### config.mk
export PLATFORM = sky130hd
export DESIGN_NAME = uart_rx_ctrl
export DESIGN_NICKNAME = d
export VERILOG_FILES = /design/src/rtl/uart_pkg.sv /design/src/rtl/uart_byte_fifo.sv /design/src/rtl/uart_rx_ctrl.sv
export SDC_FILE = /design/constraint.sdc
export NUM_CORES = 1
export LEC_CHECK = 0
export BUFFER_PORTS_ARGS = -buffer_cell sky130_fd_sc_hd__buf_2
export CAP_MARGIN = 20
export CORE_ASPECT_RATIO = 0.5
export CORE_MARGIN = 2
export CORE_UTILIZATION = 60
export CTS_CLUSTER_DIAMETER = 100
export DETAILED_ROUTE_END_ITERATION = 8
export GPL_TIMING_DRIVEN = 0
export PLACE_DENSITY = 0.79
export SLEW_MARGIN = 10
export SYNTH_ARGS = -nofsm -noshare
export SYNTH_HDL_FRONTEND = slang
export SYNTH_HIERARCHICAL = 1
export SYNTH_SLANG_ARGS = --single-unit
export TNS_END_PERCENT = 100
### constraint.sdc
create_clock -name clk -period 4.1 [get_ports clk]
set_input_delay 0.615 -clock clk [delete_from_list [all_inputs] [get_ports clk]]
set_output_delay 0.615 -clock clk [all_outputs]
set_load 0.02 [all_outputs]
### src/rtl/uart_pkg.sv
// +------------------------------------------------------------------+
// | uart_pkg : shared constants and controller state type for UART RX |
// | Rev 1.0                                                            |
// +------------------------------------------------------------------+
`default_nettype none

package uart_pkg;

  localparam int OVERSAMPLE = 16;
  localparam int FRAME_BITS = 10;
  // One full frame plus one bit of slack before a silent receiver is declared stuck.
  localparam int WDOG_TICKS = (FRAME_BITS + 1) * OVERSAMPLE;

  typedef enum logic [1:0] {
    CTRL_RESET   = 2'd0,
    CTRL_RUN     = 2'd1,
    CTRL_RECOVER = 2'd2
  } ctrl_state_t;

endpackage

`default_nettype wire

### src/rtl/uart_byte_fifo.sv
// +------------------------------------------------------------------+
// | uart_byte_fifo : synchronous FIFO with extra-MSB full/empty logic  |
// | Rev 1.0                                                            |
// +------------------------------------------------------------------+
`default_nettype none

module uart_byte_fifo #(
  parameter int DEPTH = 8,
  parameter int WIDTH = 8
) (
  input  logic                     clk,
  input  logic                     rst,
  input  logic                     i_push,
  input  logic                     i_pop,
  input  logic [WIDTH-1:0]         i_data,
  output logic [WIDTH-1:0]         o_data,
  output logic [$clog2(DEPTH):0]   o_level,
  output logic                     o_full,
  output logic                     o_empty
);

  localparam int c_AW = $clog2(DEPTH);

  logic [WIDTH-1:0] r_mem [DEPTH];
  logic [c_AW:0]    r_wr_ptr;
  logic [c_AW:0]    r_rd_ptr;

  always_ff @(posedge clk) begin
    if (rst) begin
      r_wr_ptr <= '0;
      r_rd_ptr <= '0;
    end else begin
      if (i_push) r_wr_ptr <= r_wr_ptr + (c_AW + 1)'(1);
      if (i_pop)  r_rd_ptr <= r_rd_ptr + (c_AW + 1)'(1);
    end
  end

  always_ff @(posedge clk) begin
    if (i_push) r_mem[r_wr_ptr[c_AW-1:0]] <= i_data;
  end

  assign o_data  = r_mem[r_rd_ptr[c_AW-1:0]];
  assign o_level = r_wr_ptr - r_rd_ptr;
  assign o_empty = (r_wr_ptr == r_rd_ptr);
  assign o_full  = (r_wr_ptr[c_AW] != r_rd_ptr[c_AW]) &&
                   (r_wr_ptr[c_AW-1:0] == r_rd_ptr[c_AW-1:0]);

endmodule

`default_nettype wire

### src/rtl/uart_rx_ctrl.sv
// +------------------------------------------------------------------+
// | uart_rx_ctrl : baud gen, reset sequencing, watchdog and RX FIFO    |
// | Rev 1.0                                                            |
// +------------------------------------------------------------------+
`default_nettype none

module uart_rx_ctrl
  import uart_pkg::*;
#(
  parameter int CLK_DIV    = 16,
  parameter int FIFO_DEPTH = 8,
  parameter int RST_CYCLES = 2
) (
  input  logic                          clk,
  input  logic                          rst,
  input  logic [7:0]                    rx_byte_i,
  input  logic                          rx_byte_valid_i,
  input  logic                          rx_baud_rst_i,
  output logic                          rx_rst_n_o,
  output logic                          baud_tick_o,
  output logic [7:0]                    m_data_o,
  output logic                          m_valid_o,
  input  logic                          m_ready_i,
  output logic [$clog2(FIFO_DEPTH):0]   fifo_level_o,
  output logic                          overrun_o,
  output logic                          frame_err_o,
  input  logic                          clr_i
);

  localparam int c_DIV_W  = $clog2(CLK_DIV);
  localparam int c_RST_W  = $clog2(RST_CYCLES + 1);
  localparam int c_WDOG_W = $clog2(WDOG_TICKS + 1);
  localparam logic [c_DIV_W-1:0]  c_DIV_LAST  = c_DIV_W'(CLK_DIV - 1);
  localparam logic [c_RST_W-1:0]  c_RST_LAST  = c_RST_W'(RST_CYCLES - 1);
  localparam logic [c_WDOG_W-1:0] c_WDOG_LAST = c_WDOG_W'(WDOG_TICKS - 1);

  ctrl_state_t         r_state;
  ctrl_state_t         w_state_nxt;
  logic [c_RST_W-1:0]  r_rst_cnt;
  logic [c_RST_W-1:0]  w_rst_cnt_nxt;
  logic                r_rx_rst_n;
  logic [c_DIV_W-1:0]  r_div_cnt;
  logic                r_baud_tick;
  logic [c_WDOG_W-1:0] r_wdog_cnt;
  logic                r_overrun;
  logic                r_frame_err;

  logic w_wdog_hit;
  logic w_push_req;
  logic w_push;
  logic w_pop;
  logic w_full;
  logic w_empty;
  logic w_overrun_set;

  // The tick about to be counted is the one that completes the watchdog window.
  assign w_wdog_hit = (r_state == CTRL_RUN) && !rx_baud_rst_i && !rx_byte_valid_i &&
                      r_baud_tick && (r_wdog_cnt == c_WDOG_LAST);

  always_comb begin
    w_state_nxt   = r_state;
    w_rst_cnt_nxt = r_rst_cnt;
    case (r_state)
      CTRL_RESET, CTRL_RECOVER: begin
        if (r_rst_cnt == c_RST_LAST) begin
          w_state_nxt   = CTRL_RUN;
          w_rst_cnt_nxt = '0;
        end else begin
          w_rst_cnt_nxt = r_rst_cnt + c_RST_W'(1);
        end
      end
      CTRL_RUN: begin
        if (w_wdog_hit) begin
          w_state_nxt   = CTRL_RECOVER;
          w_rst_cnt_nxt = '0;
        end
      end
      default: begin
        w_state_nxt   = CTRL_RESET;
        w_rst_cnt_nxt = '0;
      end
    endcase
  end

  always_ff @(posedge clk) begin
    if (rst) begin
      r_state    <= CTRL_RESET;
      r_rst_cnt  <= '0;
      r_rx_rst_n <= 1'b0;
    end else begin
      r_state    <= w_state_nxt;
      r_rst_cnt  <= w_rst_cnt_nxt;
      r_rx_rst_n <= (w_state_nxt == CTRL_RUN);
    end
  end

  always_ff @(posedge clk) begin
    if (rst || rx_baud_rst_i || !r_rx_rst_n) begin
      r_div_cnt   <= '0;
      r_baud_tick <= 1'b0;
    end else if (r_div_cnt == c_DIV_LAST) begin
      r_div_cnt   <= '0;
      r_baud_tick <= 1'b1;
    end else begin
      r_div_cnt   <= r_div_cnt + c_DIV_W'(1);
      r_baud_tick <= 1'b0;
    end
  end

  always_ff @(posedge clk) begin
    if (rst || rx_baud_rst_i || rx_byte_valid_i || w_wdog_hit || (r_state != CTRL_RUN)) begin
      r_wdog_cnt <= '0;
    end else if (r_baud_tick) begin
      r_wdog_cnt <= r_wdog_cnt + c_WDOG_W'(1);
    end
  end

  // A full FIFO still accepts a byte when the head leaves in the same cycle.
  assign w_pop         = !w_empty && m_ready_i;
  assign w_push_req    = rx_byte_valid_i && (r_state == CTRL_RUN);
  assign w_push        = w_push_req && (!w_full || w_pop);
  assign w_overrun_set = w_push_req && w_full && !w_pop;

  uart_byte_fifo #(
    .DEPTH (FIFO_DEPTH),
    .WIDTH (8)
  ) u_fifo (
    .clk     (clk),
    .rst     (rst),
    .i_push  (w_push),
    .i_pop   (w_pop),
    .i_data  (rx_byte_i),
    .o_data  (m_data_o),
    .o_level (fifo_level_o),
    .o_full  (w_full),
    .o_empty (w_empty)
  );

  always_ff @(posedge clk) begin
    if (rst) begin
      r_overrun   <= 1'b0;
      r_frame_err <= 1'b0;
    end else begin
      if (w_overrun_set) r_overrun <= 1'b1;
      else if (clr_i)    r_overrun <= 1'b0;
      if (w_wdog_hit)    r_frame_err <= 1'b1;
      else if (clr_i)    r_frame_err <= 1'b0;
    end
  end

  assign rx_rst_n_o  = r_rx_rst_n;
  assign baud_tick_o = r_baud_tick;
  assign m_valid_o   = !w_empty;
  assign overrun_o   = r_overrun;
  assign frame_err_o = r_frame_err;

endmodule

`default_nettype wire

### After elaboration in Yosys (flattened, before gate mapping)

Memories as Yosys holds them, arrays and structs flattened. A register that Yosys moved wholly into a read port is not among the register bits.
Cells that the tools add are included.
W data, S select, Z words.

| word-level totals | value |
|---|---|
| bits in registers | 28 |
| bits in writable memories | 64 |
| input port bits | 14 |
| output and inout port bits | 17 |
| logic and storage cells | 69 |
| memories kept | 1 |

| cells by class | value |
|---|---|
| $add $sub $neg | 6 |
| equal/unequal tests | 11 |
| multiplexer cells | 14 |
| reduce and logical (&&, ||, !) cells | 27 |

Memories:

| memory | words | width | read ports | clocked after memory_dff | write ports | RTL line | source |
|---|---|---|---|---|---|---|---|
| u_fifo.r_mem | 8 | 8 | 1 | 1 | 1 | uart_byte_fifo.sv:24 | `logic [WIDTH-1:0] r_mem [DEPTH];` |

Operators with widths:

| operator | count |
|---|---|
| $add A4 B1 Y4 const B | 3 |
| $logic_and A1 B1 Y1 | 10 |
| $add A8 B1 Y8 const B | 1 |
| $eq A8 B8 Y1 const B | 1 |
| $mux W2 | 4 |
| $pmux W2 S2 | 2 |
| $eq A2 B1 Y1 const B | 3 |
| $logic_not A1 Y1 | 6 |
| $logic_or A1 B1 Y1 | 6 |
| $mux W1 | 6 |
| $mux W3 | 2 |
| $eq A4 B4 Y1 | 1 |
| $eq A4 B4 Y1 const B | 1 |
| $reduce_bool A2 Y1 | 2 |
| $reduce_or A2 Y1 | 2 |
| $sub A4 B4 Y4 | 1 |
| $eq A3 B3 Y1 | 1 |
| $add A2 B1 Y2 const B | 1 |
| $eq A2 B2 Y1 const B | 1 |
| $logic_not A2 Y1 | 1 |
| $ne A2 B1 Y1 const B | 1 |
| $ne A2 B2 Y1 const B | 1 |
| $ne A1 B1 Y1 | 1 |

### Longest topological paths before layout

Gate-level depths: netlist of the first run.

| logic depth | value |
|---|---|
| word-level depth | 8 |
| mapped depth | 9 |
| depth with buffers taken out | 9 |

### By module

The synthesis of the first run kept the hierarchy.

By module, submodules not included:

| module | times used | cells each | area an instance (µm²) | seq. area each (µm²) |
|---|---|---|---|---|
| uart_byte_fifo | 1 | 159 | 3,034.2 | 2,142.1 |
| uart_rx_ctrl | 1 | 94 | 878.3 | 400.4 |

### Worst setup path before layout of the first run

No wires, ideal clock.

| timing path | value |
|---|---|
| path kind | register -> register |
| from | register u_fifo.r_rd_ptr[1] |
| to | memory u_fifo.r_mem[1][0], enable pin |
| arrival | 2.116 ns |
| data required time | 3.717 ns |
| slack | 1.600 ns |
| stages on the path, launching flop included | 9 |
| buffers on the path | 0 |
| cells stage by stage | dfxtp_1 -> inv_1 -> ha_1 -> nand3_1 -> nor2_1 -> nand2b_1 -> a21oi_1 -> nand2_1 -> nor3_1 |

| between the ends | value |
|---|---|
| cells in the longest elaborated chain, start to end | 7 |

Ends and longest elaborated chain:

| item | RTL line | source |
|---|---|---|
| from (decl) | uart_byte_fifo.sv:26 | `logic [c_AW:0] r_rd_ptr;` |
| from (signal assigned) | uart_byte_fifo.sv:34 | `if (i_pop) r_rd_ptr <= r_rd_ptr + (c_AW + 1)'(1);` |
| $eq A4 B4 Y1 | uart_byte_fifo.sv:44 | `assign o_empty = (r_wr_ptr == r_rd_ptr);` |
| net w_empty | uart_rx_ctrl.sv:53 | `logic w_empty;` |
| $logic_not A1 Y1 | uart_rx_ctrl.sv:119 | `assign w_pop = !w_empty && m_ready_i;` |
| $logic_and A1 B1 Y1 | uart_rx_ctrl.sv:119 |  |
| $logic_or A1 B1 Y1 | uart_rx_ctrl.sv:121 | `assign w_push = w_push_req && (!w_full \|\| w_pop);` |
| $logic_and A1 B1 Y1 | uart_rx_ctrl.sv:121 |  |
| net w_push | uart_rx_ctrl.sv:50 | `logic w_push;` |
| $mux W1 | uart_byte_fifo.sv:39 | `if (i_push) r_mem[r_wr_ptr[c_AW-1:0]] <= i_data;` |
| $mux W1 (not written as such) | uart_byte_fifo.sv:39 |  |
| to (decl) | uart_byte_fifo.sv:24 |  |

The timed path passes the listed nets, and every way through them passes these cells.

### Worst setup path after layout of the first run

| timing path | value |
|---|---|
| from | register u_fifo.r_wr_ptr[2] |
| to | memory u_fifo.r_mem[5][6], enable pin |

| between the ends | value |
|---|---|
| cells in the longest elaborated chain, start to end | 7 |

Ends and longest elaborated chain:

| item | RTL line | source |
|---|---|---|
| from (decl) | uart_byte_fifo.sv:25 | `logic [c_AW:0] r_wr_ptr;` |
| from (signal assigned) | uart_byte_fifo.sv:33 | `if (i_push) r_wr_ptr <= r_wr_ptr + (c_AW + 1)'(1);` |
| $eq A4 B4 Y1 | uart_byte_fifo.sv:44 |  |
| net w_empty | uart_rx_ctrl.sv:53 |  |
| $logic_not A1 Y1 | uart_rx_ctrl.sv:119 |  |
| $logic_and A1 B1 Y1 | uart_rx_ctrl.sv:119 |  |
| $logic_or A1 B1 Y1 | uart_rx_ctrl.sv:121 |  |
| $logic_and A1 B1 Y1 | uart_rx_ctrl.sv:121 |  |
| net w_push | uart_rx_ctrl.sv:50 |  |
| $mux W1 | uart_byte_fifo.sv:39 |  |
| $mux W1 (not written as such) | uart_byte_fifo.sv:39 |  |

The timed path passes the listed nets, and every way through them passes these cells.

==> results of run 1 <==
-- cell families (layout without fill, tap and decap cells) --
| kind of cell | after synthesis | count (layout) | synth area share (%) |
|---|---|---|---|
| flip-flops | 95 | 95 | 64.98 |
| AND/OR/NAND/NOR | 67 | 67 | 9.114 |
| multiplexers | 27 | 27 | 13.72 |
| buffers and inverters | 22 | 68 | 2.846 |
| AO/OA/AOI/OAI | 21 | 21 | 3.678 |
| XOR/XNOR | 13 | 13 | 2.910 |
| adder cells (fa/ha/maj) | 8 | 8 | 2.750 |
-- sequential cells by signal, indices dropped and copies added (netlist names), named ones only --
| name | count |
|---|---|
| r_div_cnt | 4 |
| r_rst_cnt | 2 |
| u_fifo/r_rd_ptr | 4 |
| r_wdog_cnt | 8 |
| r_state | 2 |
| rx_rst_n_o | 1 |
| overrun_o | 1 |
| u_fifo/r_wr_ptr | 4 |
| u_fifo/r_mem | 64 |
| frame_err_o | 1 |
| baud_tick_o | 1 |
-- stage by stage --
stage / area (µm²) / cells
3_3_place_gp: 4173 / 371
4_1_cts: 4512 / 387
6_report: 4512 / 387
5_1_grt: 4512 / 387
2_1_floorplan: 3913 / 253
3_5_place_dp: 4183 / 371
-- power by group through the flow --
stage          clock network [W]  registers [W]  logic [W]
2_1_floorplan                  0        0.00108   0.000198
3_3_place_gp                   0        0.00108   0.000270
3_5_place_dp                   0        0.00108   0.000279
4_1_cts                 0.000915        0.00106   0.000281
5_1_grt                 0.000951        0.00107   0.000303
6_report                0.000899        0.00106   0.000281
-- synthesized netlist by cell type, types with 2 or more instances --
master,instances,area share (%)
a211oi_1,3,0.58
a21oi_1,4,0.51
a21oi_2,2,0.45
buf_1,2,0.19
clkbuf_1,3,0.29
dfxtp_1,31,16
edfxtp_1,64,49
ha_1,7,2.2
inv_1,13,1.2
mux2_2,8,2.3
mux2i_1,3,0.77
mux4_1,15,10
nand2_1,11,1.1
nand2b_1,6,0.96
nand3_1,4,0.51
nand4_1,4,0.64
nor2_1,20,1.9
nor2b_1,3,0.48
nor3_1,6,0.77
o21ai_0,7,0.90
or3_1,6,0.96
xnor2_1,6,1.3
xor2_1,7,1.6
-- per-layer routing --
layer / GRT usage [%] / routed length (µm)
met1: 25.58 / 3292
met2: 41.95 / 3699
met3: 7.315 / 294
met4: 7.917 / 95
met5: 0 / 0
-- final cells by class --
type	instances	share of cell area (%)
flip-flops and latches	95	56.35
inverters	13	1.082
well taps	88	2.440
clock inverters	6	1.997
plain buffers	9	1.387
multi-input cells	136	28.12
clock buffers	10	5.297
repair buffers	30	3.328
-- how the worst max path moves through the flow --
stage / startpoint / depth (start not counted) / end
2_1_floorplan: u_fifo/r_rd_ptr[1]$_SDFFE_PP0P_ / 8 / u_fifo/r_mem[1][0]$_DFFE_PP_
3_5_place_dp: u_fifo/r_wr_ptr[2]$_SDFFE_PP0P_ / 7 / u_fifo/r_mem[5][0]$_DFFE_PP_
3_3_place_gp: u_fifo/r_rd_ptr[1]$_SDFFE_PP0P_ / 8 / u_fifo/r_mem[1][3]$_DFFE_PP_
6_report: u_fifo/r_wr_ptr[2]$_SDFFE_PP0P_ / 7 / u_fifo/r_mem[5][6]$_DFFE_PP_
5_1_grt: u_fifo/r_wr_ptr[2]$_SDFFE_PP0P_ / 7 / u_fifo/r_mem[5][6]$_DFFE_PP_
4_1_cts: u_fifo/r_wr_ptr[2]$_SDFFE_PP0P_ / 7 / u_fifo/r_mem[5][6]$_DFFE_PP_
==> qor.txt, run 1 <==
==========================================================================================
Final setup violation count .................................................            0
Setup TNS ...................................................................         0 ns
Growth of design area from synthesis to finish ..............................       15.32%
R2r setup slk ...............................................................      1.05 ns
Worst Min Path Start ........................................................ r_div_cnt[0]$_SDFF_PP0_
Post-CTS Resized ............................................................            0
Post-cts hold buffer count ..................................................            0
Ordered list of cells on the worst path ..................................... ha_1 > nand3_1 > nor2_1 > nand2b_1 > a21oi_1 > nand2_1 > nor2_1
Worst clock skew ............................................................   0.01137 ns
Detailed Routing Iterations Pass 1 ..........................................            4
Final-report max-slew violation count .......................................            0
# fillers ...................................................................          401
Count of synthesis-stage warnings from yosys ................................            6
Initial detailed-routing violation count ....................................          154
DPL Wire Length .............................................................     4.826 mm
Slowest cell on the critical path ...........................................       nor2_1
Global routing usage summed across all routing layers .......................       22.50%
Sequential cell area fraction in the yosys report ...........................       64.98%
Number of buffers created by CTS ............................................            9
Total wire length ...........................................................     7.382 mm
Cell Pwr Density ............................................................ 497.2 nW/µm²
Die X-Extent ................................................................     118.2 µm
Sequential fraction of design power .........................................        47.4%
Share of async-settable or async-resettable flops after synthesis ...........           0%
Minimum clock period after layout ...........................................     3.047 ns
Static Leak .................................................................     1.591 nW
Wire length of the first global-routing pass ................................     11.69 mm
Total clock sinks ...........................................................           95
Pin count of the biggest net entering global routing ........................           17
Buffer type at the clock tree root ..........................................    clkbuf_16
Core Region .................................................................     6181 µm²
Worst hold path type ........................................................ flip-flop to flip-flop
Clock power frac ............................................................        40.1%
Area of the die .............................................................     7222 µm²
Worst Hold End .............................................................. r_div_cnt[0]$_SDFF_PP0_
Most frequent cell on the critical path .....................................       nor2_1
Most common cell after layout, fill and taps aside ..........................     edfxtp_1
Vertical extent of the die ..................................................     61.10 µm
Setup repair after global routing missed its margin .........................        false
Maximum VDD drop ............................................................  0.0003051 V
Share of final-layout standard cells stronger than drive strength 1 .........       22.41%
Number of nets at the end of the flow .......................................          316
Headroom to the max-slew limit ..............................................       36.73%
Critical-path maximum fanout ................................................            8
Worst Hold Depth ............................................................            1
Maximum achievable frequency ................................................    328.2 MHz
Number of cells on the worst reg-to-reg path ................................            7
Commonest cells after routing, fill and taps aside .......................... edfxtp_1, dfxtp_1, buf_2
I/O Buffers .................................................................           30
Slack of the critical path ..................................................     1.053 ns
Multi-input logic area ......................................................     1269 µm²
Result of the run ........................................................... finished, final reports clean
Net count after synthesis ...................................................          275
Clock latency on the worst-skew pair ........................................      0.34 ns
Startpoint-to-endpoint class of the critical path ........................... flip-flop to flip-flop
Seq. cell area ..............................................................     2542 µm²
CTS tree ....................................................................         done
Internal Pwr Total ..........................................................   0.001724 W
Max-cap violations ..........................................................            0
Endpoint of the lowest-slack register-to-register path ...................... u_fifo/r_mem[5][6]$_DFFE_PP_
Mapped Avg Cell Area ........................................................    15.46 µm²
Endpoint required time on the critical path .................................      4.06 ns
Final number of hold-violating endpoints ....................................            0
Number of top-level pins ....................................................           31
Clock edge transition at the registers on the reported setup and hold paths .      0.06 ns
Worst stage delay on the critical path ......................................      0.79 ns
Total Power Consumption .....................................................   0.002243 W
Launch instance of the worst register-to-register path ...................... u_fifo/r_wr_ptr[2]$_SDFFE_PP0P_
Crit path capture type ......................................................    flip-flop
Remaining antenna violation count after routing .............................            0
Cells after synthesis .......................................................          253
Vias in the first global route ..............................................         2324
Bufs on Longest Clock Path ..................................................            2
Global placer's final weighted congestion ...................................       0.8208
Number of setup buffers added after CTS .....................................            0
Netlist area before placement ...............................................     3913 µm²
Diodes inserted .............................................................            0
Final core utilization ......................................................       73.00%
Sort of element at the start of the critical path ...........................    flip-flop
Place WS ....................................................................     1.208 ns
Number of antenna violations at the first check in global routing ...........            0
Grt ovf .....................................................................            0
Hold slack final ............................................................    0.4560 ns
Drc violations ..............................................................            0
Number of levels in the clock H-tree ........................................            3
Std-Cell Rows ...............................................................           20
DR vias/cell ................................................................        5.757
Count of state elements after synthesis .....................................           95
Gate family responsible for the most delay along the worst path ............. simple AND/OR/NAND/NOR gates
Via total after detailed routing ............................................         2228
Net Sw Power ................................................................  0.0005192 W
Combinational group share of total power ....................................        12.5%
Portion of the clock cycle consumed by the worst path in the final layout ...       74.31%
WP data arrival .............................................................      3.00 ns
Post-synth cell types .......................................................           41
Routed length per placed instance ...........................................     19.07 µm
Switching fraction of total power ...........................................       23.14%
Number of synthesized flops with an enable pin ..............................           64
Pin slew with the least headroom to its limit ...............................    0.9455 ns
Most used flip-flop cell after synthesis ....................................     edfxtp_1
Number of buffers and inverters on the critical path ........................            0
Effective utilization at floorplan ..........................................       63.30%
==========================================================================================
(Power assumes the default switching activity.)
==> run 2, diff against run 1 <==
Settings changed: CORE_UTILIZATION 60 to 53, PLACE_DENSITY 0.79 to 0.74.
Clock period 4.1 ns to 2.7 ns, I/O delays scaled along.
==> run 2 against run 1 <==
Net effect: global-route usage down 4.7 points; clock power up 39%; clock skew shrank 0.0068 ns; sequential share of layout area down 1.6 points; setup slack worse by 0.90 ns; flip-flop and latch count did not move; count of clock-buffer cells in the layout increased by 1; largest cell class unchanged; total power rose by 47%; fmax up 20%; highest routed layer unchanged; largest power group unchanged; register-to-register slack got worse by 0.90 ns.
==> qor.txt, run 2 (synthesis gave the netlist of run 1 again) <==
==========================================================================================
Result of the run ........................................................... finished, final reports clean
Global placer's final weighted congestion ...................................       0.8250   +0.51%
I/O Buffers .................................................................           30   unchanged
Buffer type at the clock tree root ..........................................    clkbuf_16
Critical-path maximum fanout ................................................            5   -3
Commonest cells after routing, fill and taps aside .......................... edfxtp_1, buf_2, dfxtp_1
Number of top-level pins ....................................................           31   unchanged
Maximum achievable frequency ................................................    392.9 MHz   +20%
Multi-input logic area ......................................................     1333 µm²   +5.0%
Initial detailed-routing violation count ....................................          173   +12%
Detailed Routing Iterations Pass 1 ..........................................            4   unchanged
WP data arrival .............................................................      2.60 ns   -0.40 ns
Sort of element at the start of the critical path ...........................    flip-flop
Wire length of the first global-routing pass ................................     10.79 mm   -7.7%
Vias in the first global route ..............................................         2178   -6.3%
Area of the die .............................................................     8127 µm²   +13%
Design area .................................................................     4646 µm²   +3.0%
Dpl cell area ...............................................................     4193 µm²   +0.24%
Number of placed instances, taps included ...................................          379   +2.2%
Setup TNS ...................................................................         0 ns   unchanged
Headroom to the max-slew limit ..............................................       61.71%   +25 points
Static Leak .................................................................     1.610 nW   +1.2%
Number of non-filler instances in the completed layout ......................          402   +3.9%
Worst clock skew ............................................................  0.004572 ns   -0.006796 ns
Number of buffers created by CTS ............................................            9   unchanged
Startpoint-to-endpoint class of the critical path ........................... flip-flop to flip-flop
Worst hold path type ........................................................ primary input to flip-flop
Sequential fraction of design power .........................................        49.0%   +1.6 points
Die X-Extent ................................................................     125.5 µm   +6.2%
Minimum clock period after layout ...........................................     2.545 ns   -0.5015 ns
Growth of design area from synthesis to finish ..............................       18.74%
Clock power frac ............................................................        37.9%   -2.2 points
Switching fraction of total power ...........................................       23.76%   +0.62 points
Max-cap violations ..........................................................            0   unchanged
Final setup violation count .................................................            0   unchanged
Combinational group share of total power ....................................        13.2%   +0.7 points
Net Sw Power ................................................................  0.0007832 W   +51%
# fillers ...................................................................          510   +27%
Portion of the clock cycle consumed by the worst path in the final layout ...       94.26%   +20 points
DR vias/cell ................................................................        5.470   -5.0%
Total wire length ...........................................................     6.963 mm   -5.7%
Crit path capture type ......................................................    flip-flop
Diodes inserted .............................................................            0   unchanged
Global routing usage summed across all routing layers .......................       17.85%   -4.7 points
CTS tree ....................................................................         done
Final number of hold-violating endpoints ....................................            0   unchanged
Share of final-layout standard cells stronger than drive strength 1 .........       26.80%   +4.4 points
Number of levels in the clock H-tree ........................................            3   unchanged
Internal Pwr Total ..........................................................   0.002513 W   +46%
Endpoint required time on the critical path .................................      2.75 ns   -1.31 ns
Seq. cell area ..............................................................     2545 µm²   about the same
Remaining antenna violation count after routing .............................            0   unchanged
Total clock sinks ...........................................................           95   unchanged
Std-Cell Rows ...............................................................           22   +10%
Number of flip-flops under the largest register name ........................           64   unchanged
Hold slack final ............................................................    0.3338 ns   -0.1222 ns
Core Region .................................................................     7239 µm²   +17%
Bufs on Longest Clock Path ..................................................            2   unchanged
Via total after detailed routing ............................................         2199   -1.3%
Clock latency on the worst-skew pair ........................................      0.34 ns   about the same
Number of nets at the end of the flow .......................................          323   +2.2%
Drc violations ..............................................................            0   unchanged
Most common cell after layout, fill and taps aside ..........................     edfxtp_1
Maximum VDD drop ............................................................  0.0003398 V   +11%
Pin slew with the least headroom to its limit ...............................    0.5743 ns   -0.3712 ns
Effective utilization at floorplan ..........................................       54.04%   -9.3 points
Final-report max-slew violation count .......................................            0   unchanged
Pin count of the biggest net entering global routing ........................           17   unchanged
Clock edge transition at the registers on the reported setup and hold paths .      0.06 ns   about the same
Cell Pwr Density ............................................................ 709.5 nW/µm²   +43%
Number of antenna violations at the first check in global routing ...........            0   unchanged
Routed length per placed instance ...........................................     17.32 µm   -9.2%
Grt ovf .....................................................................            0   unchanged
Vertical extent of the die ..................................................     64.76 µm   +6.0%
DPL Wire Length .............................................................     4.335 mm   -10%
==========================================================================================
run 2: cell type report:
type,instances,area share (%)
plain buffers,9,1.347
clock buffers,11,5.009
clock inverters,5,1.374
inverters,13,1.050
multi-input cells,136,28.68
flip-flops and latches,95,54.78
well taps,96,2.586
repair buffers,37,5.171
run 2: path summary, 6_finish.rpt:
kind / from / cells after the start / slack, ns / to
worst max-delay path: u_fifo/r_wr_ptr[0]$_SDFFE_PP0P_ / 9 / 0.15 / u_fifo/r_mem[0][6]$_DFFE_PP_
worst min-delay path: rx_byte_i[2] / 1 / 0.33 / u_fifo/r_mem[7][2]$_DFFE_PP_
worst max register to register: u_fifo/r_wr_ptr[0]$_SDFFE_PP0P_ / 9 / 0.15 / u_fifo/r_mem[0][6]$_DFFE_PP_
worst min register to register: r_div_cnt[0]$_SDFF_PP0_ / 1 / 0.45 / r_div_cnt[0]$_SDFF_PP0_
run 2: per-layer routing:
metal	share of wire (%)	up-vias	wire [µm]	track usage, %
met5	0	-	0	0
met4	1.2	0	82	4.167
met3	3.9	8	272	6.689
met2	49	30	3433	30.88
met1	46	1099	3175	21.65
li1	-	1062	-	-
run 2: repair_timing:
action / in CTS / in global routing
resized for setup: 4 / 14
setup buffers: 0 / 7
endpoints found under the setup margin: 64 / 65
pin swaps: 0 / 4
hold buffers: 0 / 0
endpoints found under the hold margin: 0 / 0
run 2: per-stage QoR:
stage	total power (W)	setup WS [ns]	utilization, %
floorplan	0.001945	0.2004	-
global placement	0.002047	-0.4201	57.78
detailed placement	0.002062	-0.2314	57.92
CTS	0.003299	-0.2497	62.18
global route	0.003421	-0.03037	64.17
finish	0.003296	0.1549	64.17
run 2: power by group through the flow:
| stage | sequential (W) | combinational [W] | clock [W] |
|---|---|---|---|
| floorplan | 0.00164 | 0.000300 | 0 |
| global placement | 0.00164 | 0.000404 | 0 |
| detailed placement | 0.00164 | 0.000418 | 0 |
| CTS | 0.00161 | 0.000419 | 0.00127 |
| global route | 0.00162 | 0.000471 | 0.00133 |
| finish | 0.00161 | 0.000434 | 0.00125 |
run 2: worst max-delay path: stages (launching register included):
cell and delay, ns:
dfxtp_1 0.39, inv_1 0.09, ha_1 0.31, nand3_1 0.11, nor2_1 0.05, nand2b_1 0.21, a21oi_2 0.29, nand2_1 0.33
nor3_4 0.28, buf_4 0.19
